**config.mk**
```make
export PLATFORM = sky130hd
export DESIGN_NAME = vga_reg_capture
export DESIGN_NICKNAME = d
export VERILOG_FILES = /design/src/rtl/vga_reg_capture.sv
export SDC_FILE = /design/constraint.sdc
export NUM_CORES = 1
export LEC_CHECK = 0
export BUFFER_PORTS_ARGS = -buffer_cell sky130_fd_sc_hd__buf_4
export CORE_MARGIN = 1
export CORE_UTILIZATION = 53
export CTS_BUF_LIST = sky130_fd_sc_hd__clkbuf_16
export DETAILED_ROUTE_END_ITERATION = 10
export PLACE_DENSITY = 0.89
export SLEW_MARGIN = 20
export SYNTH_ARGS = -nofsm -noshare
export SYNTH_HDL_FRONTEND = slang
export SYNTH_SLANG_ARGS = --single-unit
```
**constraint.sdc**
```tcl
create_clock -name px_clk -period 2.48 [get_ports px_clk]
set_clock_uncertainty 0.15 [all_clocks]
set_input_delay 0.248 -clock px_clk [delete_from_list [all_inputs] [get_ports px_clk]]
set_output_delay 0.248 -clock px_clk [all_outputs]
set_load 0.005 [all_outputs]
```
**src/rtl/vga_reg_capture.sv**
```systemverilog
// Recovers an NBITS-wide value drawn as a row of on/off pixel cells in the RGB pixel stream.
// Optional build macro VGA_REG_CAPTURE_MARK_EN inverts the RGB of every sampled pixel on the output.
module vga_reg_capture #(
    parameter int         NBITS      = 16,
    parameter int         BIT_W      = 4,      // cell width in pixels, even and >= 2
    parameter logic [2:0] COLOR_MASK = 3'b111  // {B,G,R} channels that count as "on"
) (
    input  logic             px_clk,
    input  logic             rst_n,
    input  logic [25:0]      strRGB_i,
    output logic [25:0]      strRGB_o,
    input  logic             en_i,
    input  logic [9:0]       x_pos,
    input  logic [9:0]       y_pos,
    output logic [NBITS-1:0] data_o,
    output logic             valid_o,
    input  logic             ready_i,
    output logic             overrun_o
);

    localparam logic [1:0] ST_IDLE  = 2'd0;
    localparam logic [1:0] ST_ARMED = 2'd1;
    localparam logic [1:0] ST_DONE  = 2'd2;

    localparam int IDX_W = $clog2(NBITS + 1);

    // Stream field views
    logic       px_active;
    logic       px_vs;
    logic [9:0] px_yc;
    logic [9:0] px_xc;
    logic [2:0] px_rgb;

    assign px_active = strRGB_i[0];
    assign px_vs     = strRGB_i[1];
    assign px_yc     = strRGB_i[12:3];
    assign px_xc     = strRGB_i[22:13];
    assign px_rgb    = strRGB_i[25:23];

    // Per-channel masking of the pixel colour
    logic [2:0] rgb_masked;
    logic       pixel_on;

    for (genvar gi = 0; gi < 3; gi++) begin : g_mask
        assign rgb_masked[gi] = px_rgb[gi] & COLOR_MASK[gi];
    end
    assign pixel_on = |rgb_masked;

    logic [1:0]       state_reg, state_next;
    logic [IDX_W-1:0] idx_reg, idx_next;
    logic [NBITS-1:0] shift_reg, shift_next;
    logic [10:0]      tgt_reg, tgt_next;
    logic [9:0]       yl_reg, yl_next;
    logic             vs_reg;
    logic [25:0]      str_reg, str_next;
    logic [NBITS-1:0] data_reg, data_next;
    logic             valid_reg, valid_next;
    logic             ovr_reg, ovr_next;

    logic fs;
    logic hit;

    assign fs = px_vs & ~vs_reg;

    // The target advances one cell per hit instead of being recomputed from
    // the index; bit 10 marks a cell that wrapped past 1023 and can never hit.
    assign hit = (state_reg == ST_ARMED) && !fs && px_active &&
                 (px_yc == yl_reg) && !tgt_reg[10] && (px_xc == tgt_reg[9:0]);

`ifdef VGA_REG_CAPTURE_MARK_EN
    assign str_next = hit ? {~strRGB_i[25:23], strRGB_i[22:0]} : strRGB_i;
`else
    assign str_next = strRGB_i;
`endif

    always_comb begin
        state_next = state_reg;
        idx_next   = idx_reg;
        shift_next = shift_reg;
        tgt_next   = tgt_reg;
        yl_next    = yl_reg;

        if (fs) begin
            tgt_next = {1'b0, x_pos} + 11'(BIT_W / 2);
            yl_next  = y_pos;
        end

        case (state_reg)
            ST_IDLE: begin
                if (fs && en_i) begin
                    idx_next   = '0;
                    shift_next = '0;
                    state_next = ST_ARMED;
                end
            end
            ST_ARMED: begin
                if (fs) begin
                    idx_next   = '0;
                    shift_next = '0;
                    if (!en_i) begin
                        state_next = ST_IDLE;
                    end
                end else if (hit) begin
                    shift_next = {shift_reg[NBITS-2:0], pixel_on};
                    idx_next   = idx_reg + IDX_W'(1);
                    tgt_next   = tgt_reg + 11'(BIT_W);
                    if (idx_reg == IDX_W'(NBITS - 1)) begin
                        state_next = ST_DONE;
                    end
                end
            end
            ST_DONE: begin
                state_next = ST_IDLE;
            end
            default: begin
                state_next = ST_IDLE;
            end
        endcase
    end

    // A fresh capture always wins over a simultaneous transfer
    always_comb begin
        data_next  = data_reg;
        valid_next = valid_reg;
        ovr_next   = ovr_reg;

        if (valid_reg && ready_i) begin
            valid_next = 1'b0;
            ovr_next   = 1'b0;
        end

        if (state_reg == ST_DONE) begin
            if (!valid_reg || ready_i) begin
                data_next  = shift_reg;
                valid_next = 1'b1;
                ovr_next   = 1'b0;
            end else begin
                ovr_next = 1'b1;
            end
        end
    end

    always_ff @(posedge px_clk or negedge rst_n) begin
        if (!rst_n) begin
            state_reg <= ST_IDLE;
            idx_reg   <= '0;
            shift_reg <= '0;
            tgt_reg   <= '0;
            yl_reg    <= '0;
            vs_reg    <= 1'b0;
            str_reg   <= '0;
            data_reg  <= '0;
            valid_reg <= 1'b0;
            ovr_reg   <= 1'b0;
        end else begin
            state_reg <= state_next;
            idx_reg   <= idx_next;
            shift_reg <= shift_next;
            tgt_reg   <= tgt_next;
            yl_reg    <= yl_next;
            vs_reg    <= px_vs;
            str_reg   <= str_next;
            data_reg  <= data_next;
            valid_reg <= valid_next;
            ovr_reg   <= ovr_next;
        end
    end

    assign strRGB_o  = str_reg;
    assign data_o    = data_reg;
    assign valid_o   = valid_reg;
    assign overrun_o = ovr_reg;

endmodule

```
### Yosys cells after proc, flatten, opt, wreduce, memory -nomap -nowiden

Index checks and enable logic that the tools add are counted.

* multiplexer cells: 24
* equality and inequality tests: 9
* $add $sub $neg: 3
* bitwise logic cells: 2
* reductions and logical operators: 18

Operators by type and width (count)
* $mux 16: 3
* $mux 11: 4
* $pmux 16 s2: 1
* $eq 10x10->1: 2
* $mux 5: 3
* $add 10x2->11 const B: 1
* $add 11x3->11 const B: 1
* $mux 2: 5
* $pmux 5 s2: 1
* $logic_and 1x1->1: 7
* $mux 1: 6
* $ne 3x3->1 const B: 2
* $add 5x1->5 const B: 1
* $eq 5x4->1 const B: 1
* $pmux 2 s2: 1
* $reduce_and 4->1: 1
* $reduce_bool 2->1: 2
* $logic_not 1->1: 3
* $ne 3x2->1 const B: 1
* $reduce_and 3->1: 1
* $reduce_or 3->1: 1
* $eq 2x1->1 const B: 1
* $eq 2x2->1 const B: 1
* $logic_not 2->1: 1
* 5 further kinds: 5

* input port bits: 50
* output and inout bits: 44
* logic and storage cells: 66
* register bits: 89

### Longest topological paths before layout

* depth after elaboration: 11
* depth in mapped cells: 9
* gate-level depth less buffers: 6

### Worst setup path before layout

OpenSTA, ideal clock, no wires.

* path kind: reg2reg
* start: reg tgt_reg[7]
* end: reg tgt_reg[6]
* arrival time: 1.853 ns
* period minus slack after synthesis: 2.129 ns
* stages on the path, launching flop included: 8
* required time: 2.204 ns
* setup time: 0.126 ns
* path slack: 0.351 ns
* path buffers: 1
* cell sequence: dfrtp_1 -> xor2_1 -> nor4_1 -> nand4_1 -> or3_1 -> buf_4 -> mux2i_1 -> a221o_1

* longest elaborated chain between the ends: 5

Ends and longest elaborated chain
* start: declaration: line 52 `logic [10:0] tgt_reg, tgt_next;`
* start signal: assignment: line 159 `tgt_reg <= tgt_next;`
* $eq 10x10->1: line 68 `(px_yc == yl_reg) && !tgt_reg[10] && (px_xc == tgt_reg[9:0]);`
* $logic_and 1x1->1: line 68
* $mux 11: line 103 `end else if (hit) begin`
* $mux 11: line 97 `if (fs) begin`
* $mux 11: line 88 `case (state_reg)`
* named net tgt_next[6]: line 52

The timed path passes the listed nets, and every way through them passes these cells.
A chain may end at the register's enable or synchronous reset.

### Final worst setup path

* start: reg tgt_reg[7]
* end: reg tgt_reg[7]

* longest elaborated chain between the ends: 5
* elaborated cells on any way between the ends: 7
* classes of those cells: add/sub: 1; eq/ne: 1; mux: 4; reduce/logical: 1

Ends and longest elaborated chain (line)
* branches (longest 4 deep; another with $add 11x3->11)
* $mux 11 *: 88
* named net tgt_next[7]: 52

Mark *: on every way through the listed nets, which the timed path passes.

==> impl_metrics.yaml <==
synth:
  ys_top_cells_by_area: "dfrtp_1 (59%), nand3_1 (6.3%), nand2_1 (6.2%)"
  avgSynthCellArea_sq_um: 11.2
  synthTopCellsByCount: "dfrtp_1 (88), nand2_1 (61), nand3_1 (47), xor2_1 (23), mux2_2 (16)"
  synth-seq-cells: 88
  synth_ff_type: "dfrtp_1"
  synth-edff-count: 0
  ys_warn_count: 0
  yosysMostFrequentCell: "dfrtp_1"
  synth_top_cell_area_share_pct: 59.4
  async_flop_share_pct: 100
  ys_types: 39
  netlist_area_sq_um: 3710
  synth_largest_area_cell: "dfrtp_1"
  syn_nets: 384
  ys_seq_area_share_pct: 59.4
  synth_cells: 330
route:
  drc: 0
  drt_wl_total_um: 11300
  via_per_inst: 5.99
  drt.antenna.violating_nets: 0
  wl_per_cell_um: 20.1
  dr.pass1.iters: 6
  drtIter0Drc: 352
  num_vias: 3379
power_and_ir_drop:
  power_w: 0.00330
  ir_drop_mv: 0.397
  power.density_nw_per_um2: 615
  p_comb_share_pct: 12.6
  p_sw_w: 0.000820
  p_leak_nw: 2.80
  p_clk_share_pct: 39.9
  p_seq_share_pct: 47.5
  swShare_pct: 24.8
  p_int_w: 0.00248
timing:
  tns_ns: -0.496
  fin_hold_ws_ns: 0.00930
  fin_crit_sh_pct: 105
  finalSetupViolCount: 12
  relSlewSlack_pct: 35.1
  drv_slew: 0
  worstMarginPinSlew_ns: 0.966
  grt_setup_unrepaired: "yes"
  finalHoldViolCount: 0
  setup_slack_ns: -0.130
  finalCriticalPeriod_ns: 2.61
  fmax_ghz: 0.383
layout:
  diodes: 0
  multiInputGateArea_sq_um: 1450
  num-fill-cells: 348
  seq_area_sq_um: 2200
  largest_reg_flops: 26
  layout-drive-gt1-share_pct: 31.6
  area_delta_synth_final_pct: 44.8
  fin_util_pct: 79.4
  nNetsFinal: 534
die:
  dieArea_sq_um: 7330
  floorplan.initialDensity_pct: 54.9
  ios: 94
  core_region_area_sq_um: 6760
  rows: 30
  die_h_um: 85.6
  die_w_um: 85.6
clock_tree:
  clkSinkCount: 88
  clock_latency_ns: 0.35
  htreeDepth: 3
  cts.reportedPaths.clkPinSlew_ns: 0.06
  clock-root-buffer: "clkbuf_16"
  clockBufferDepth: 2
  cts_tree: "built"
  cts_buffers: 9
global_routing:
  grt_pass1_vias: 3199
  grtUsageTotal_pct: 28.1
  grt_max_degree: 68
  grt_overflow: 0
  grt_pass1_wl_um: 15500
  antenna_found_initial: 0
placed_design:
  dpl.hpwl_um: 5680
  place_congestion: 0.780
  io_buffers: 93
worst_setup_path:
  crit_start: "tgt_reg[7]$_DFF_PN0_"
  criticalPathCategory: "reg -> reg"
  worstReg2RegEnd: "tgt_reg[7]$_DFF_PN0_"
  rr_startpoint: "tgt_reg[7]$_DFF_PN0_"
  cp-end-kind: "flip-flop"
  required_ns: 2.55
  worstPathMaxFanout: 8
  r2r_slack_ns: -0.13
  timing.critical_path.to: "tgt_reg[7]$_DFF_PN0_"
  rr_worst_depth: 7
  arrival_ns: 2.68
  startpoint_type: "flip-flop"
status:
  status: "complete, but fails checks"
  violations: "negative setup slack"
worst_hold_path:
  hp-start: "en_i"
  hold_path.class: "in -> reg"
flow_run:
  maxCapViolCount: 0
## area by class of cell
type / instances / area share [%]
clock inverters: 6 / 1.00
well taps: 80 / 1.87
multi-input cells: 223 / 27.1
repair buffers: 156 / 24.7
flip-flops and latches: 88 / 41.0
clock buffers: 9 / 4.20
inverters: 2 / 0.140
## per-layer routing
metal | share of wire, % | up-vias | track usage [%]
li1 | - | 1438 | -
met1 | 37 | 1666 | 34.3
met2 | 50 | 219 | 47.5
met3 | 7.0 | 56 | 5.39
met4 | 5.4 | 0 | 15.0
met5 | 0 | - | 0
## power by group through the flow
stage | sequential [W] | clock (W) | combinational (W)
2_1_floorplan | 0.00157 | 0 | 0.000136
3_3_place_gp | 0.00157 | 0 | 0.000311
3_5_place_dp | 0.00158 | 0 | 0.000324
4_1_cts | 0.00155 | 0.00128 | 0.000380
5_1_grt | 0.00157 | 0.00137 | 0.000449
6_report | 0.00157 | 0.00132 | 0.000416
## cell families (layout without fill, tap and decap cells)
family | count (synthesis) | in the layout | share of synthesized area [%]
muxes | 24 | 24 | 7.02
xor gates and xnor gates | 25 | 25 | 5.91
adders and majority gates | 4 | 4 | 1.35
and+or+nand+nor | 147 | 147 | 19.1
buffers and inverters | 19 | 173 | 2.84
DFF | 88 | 88 | 59.4
AOI/OAI and AO/OA | 23 | 23 | 4.32
## worst max-delay path, stage by stage, from the launching register on
cell and delay, ns:
dfrtp_1 0.43, xor2_1 0.17, nor4_2 0.40, nand4_1 0.21, or3_4 0.47, buf_12 0.16, mux2i_1 0.11, a221o_1 0.37
## worst min-delay path by stage
stage	to	depth (start not counted)	slack, ns
after floorplan	data_o[0]$_DFFE_PN0P_	0	-0.20
after CTS	state_reg[0]$_DFFE_PN0P_	3	0.02
after global placement	strRGB_o[2]$_DFF_PN0_	1	0.21
after detailed placement	strRGB_o[2]$_DFF_PN0_	1	0.21
final	state_reg[0]$_DFFE_PN0P_	3	0.009
after global routing	state_reg[0]$_DFFE_PN0P_	3	0.04
## what timing repair did
action	CTS	global route
buffers inserted	0	11
hold buffers	40	0
hold endpoints to repair	104	0
gates resized for setup	0	9
endpoints found under the setup margin	0	30
## cell usage in the layout (no fill, tap or decap), types with 3 or more instances in the layout
master	count
and3_1	6
ha_1	4
mux2i_1	8
or3_1	3
inv_1	4
o21ai_0	5
a21oi_1	5
nor2b_1	3
nand2_1	61
nand3_1	47
buf_4	112
nand2b_1	4
a221o_1	3
dlygate4sd3_1	39
mux2_2	16
clkbuf_16	11
dfrtp_1	88
xor2_1	22
nor2_1	7
## through the flow
| stage | cell area [sq um] | setup slack (ns) | instances |
|---|---|---|---|
| 3_5_place_dp | 4530 | 0.0273 | 499 |
| 3_3_place_gp | 4530 | 0.142 | 499 |
| 4_1_cts | 5210 | 0.00527 | 554 |
| 2_1_floorplan | 3710 | 0.351 | 330 |
| 5_1_grt | 5370 | -0.175 | 564 |
| 6_report | 5370 | -0.130 | 564 |
(Power assumes the default switching activity.)
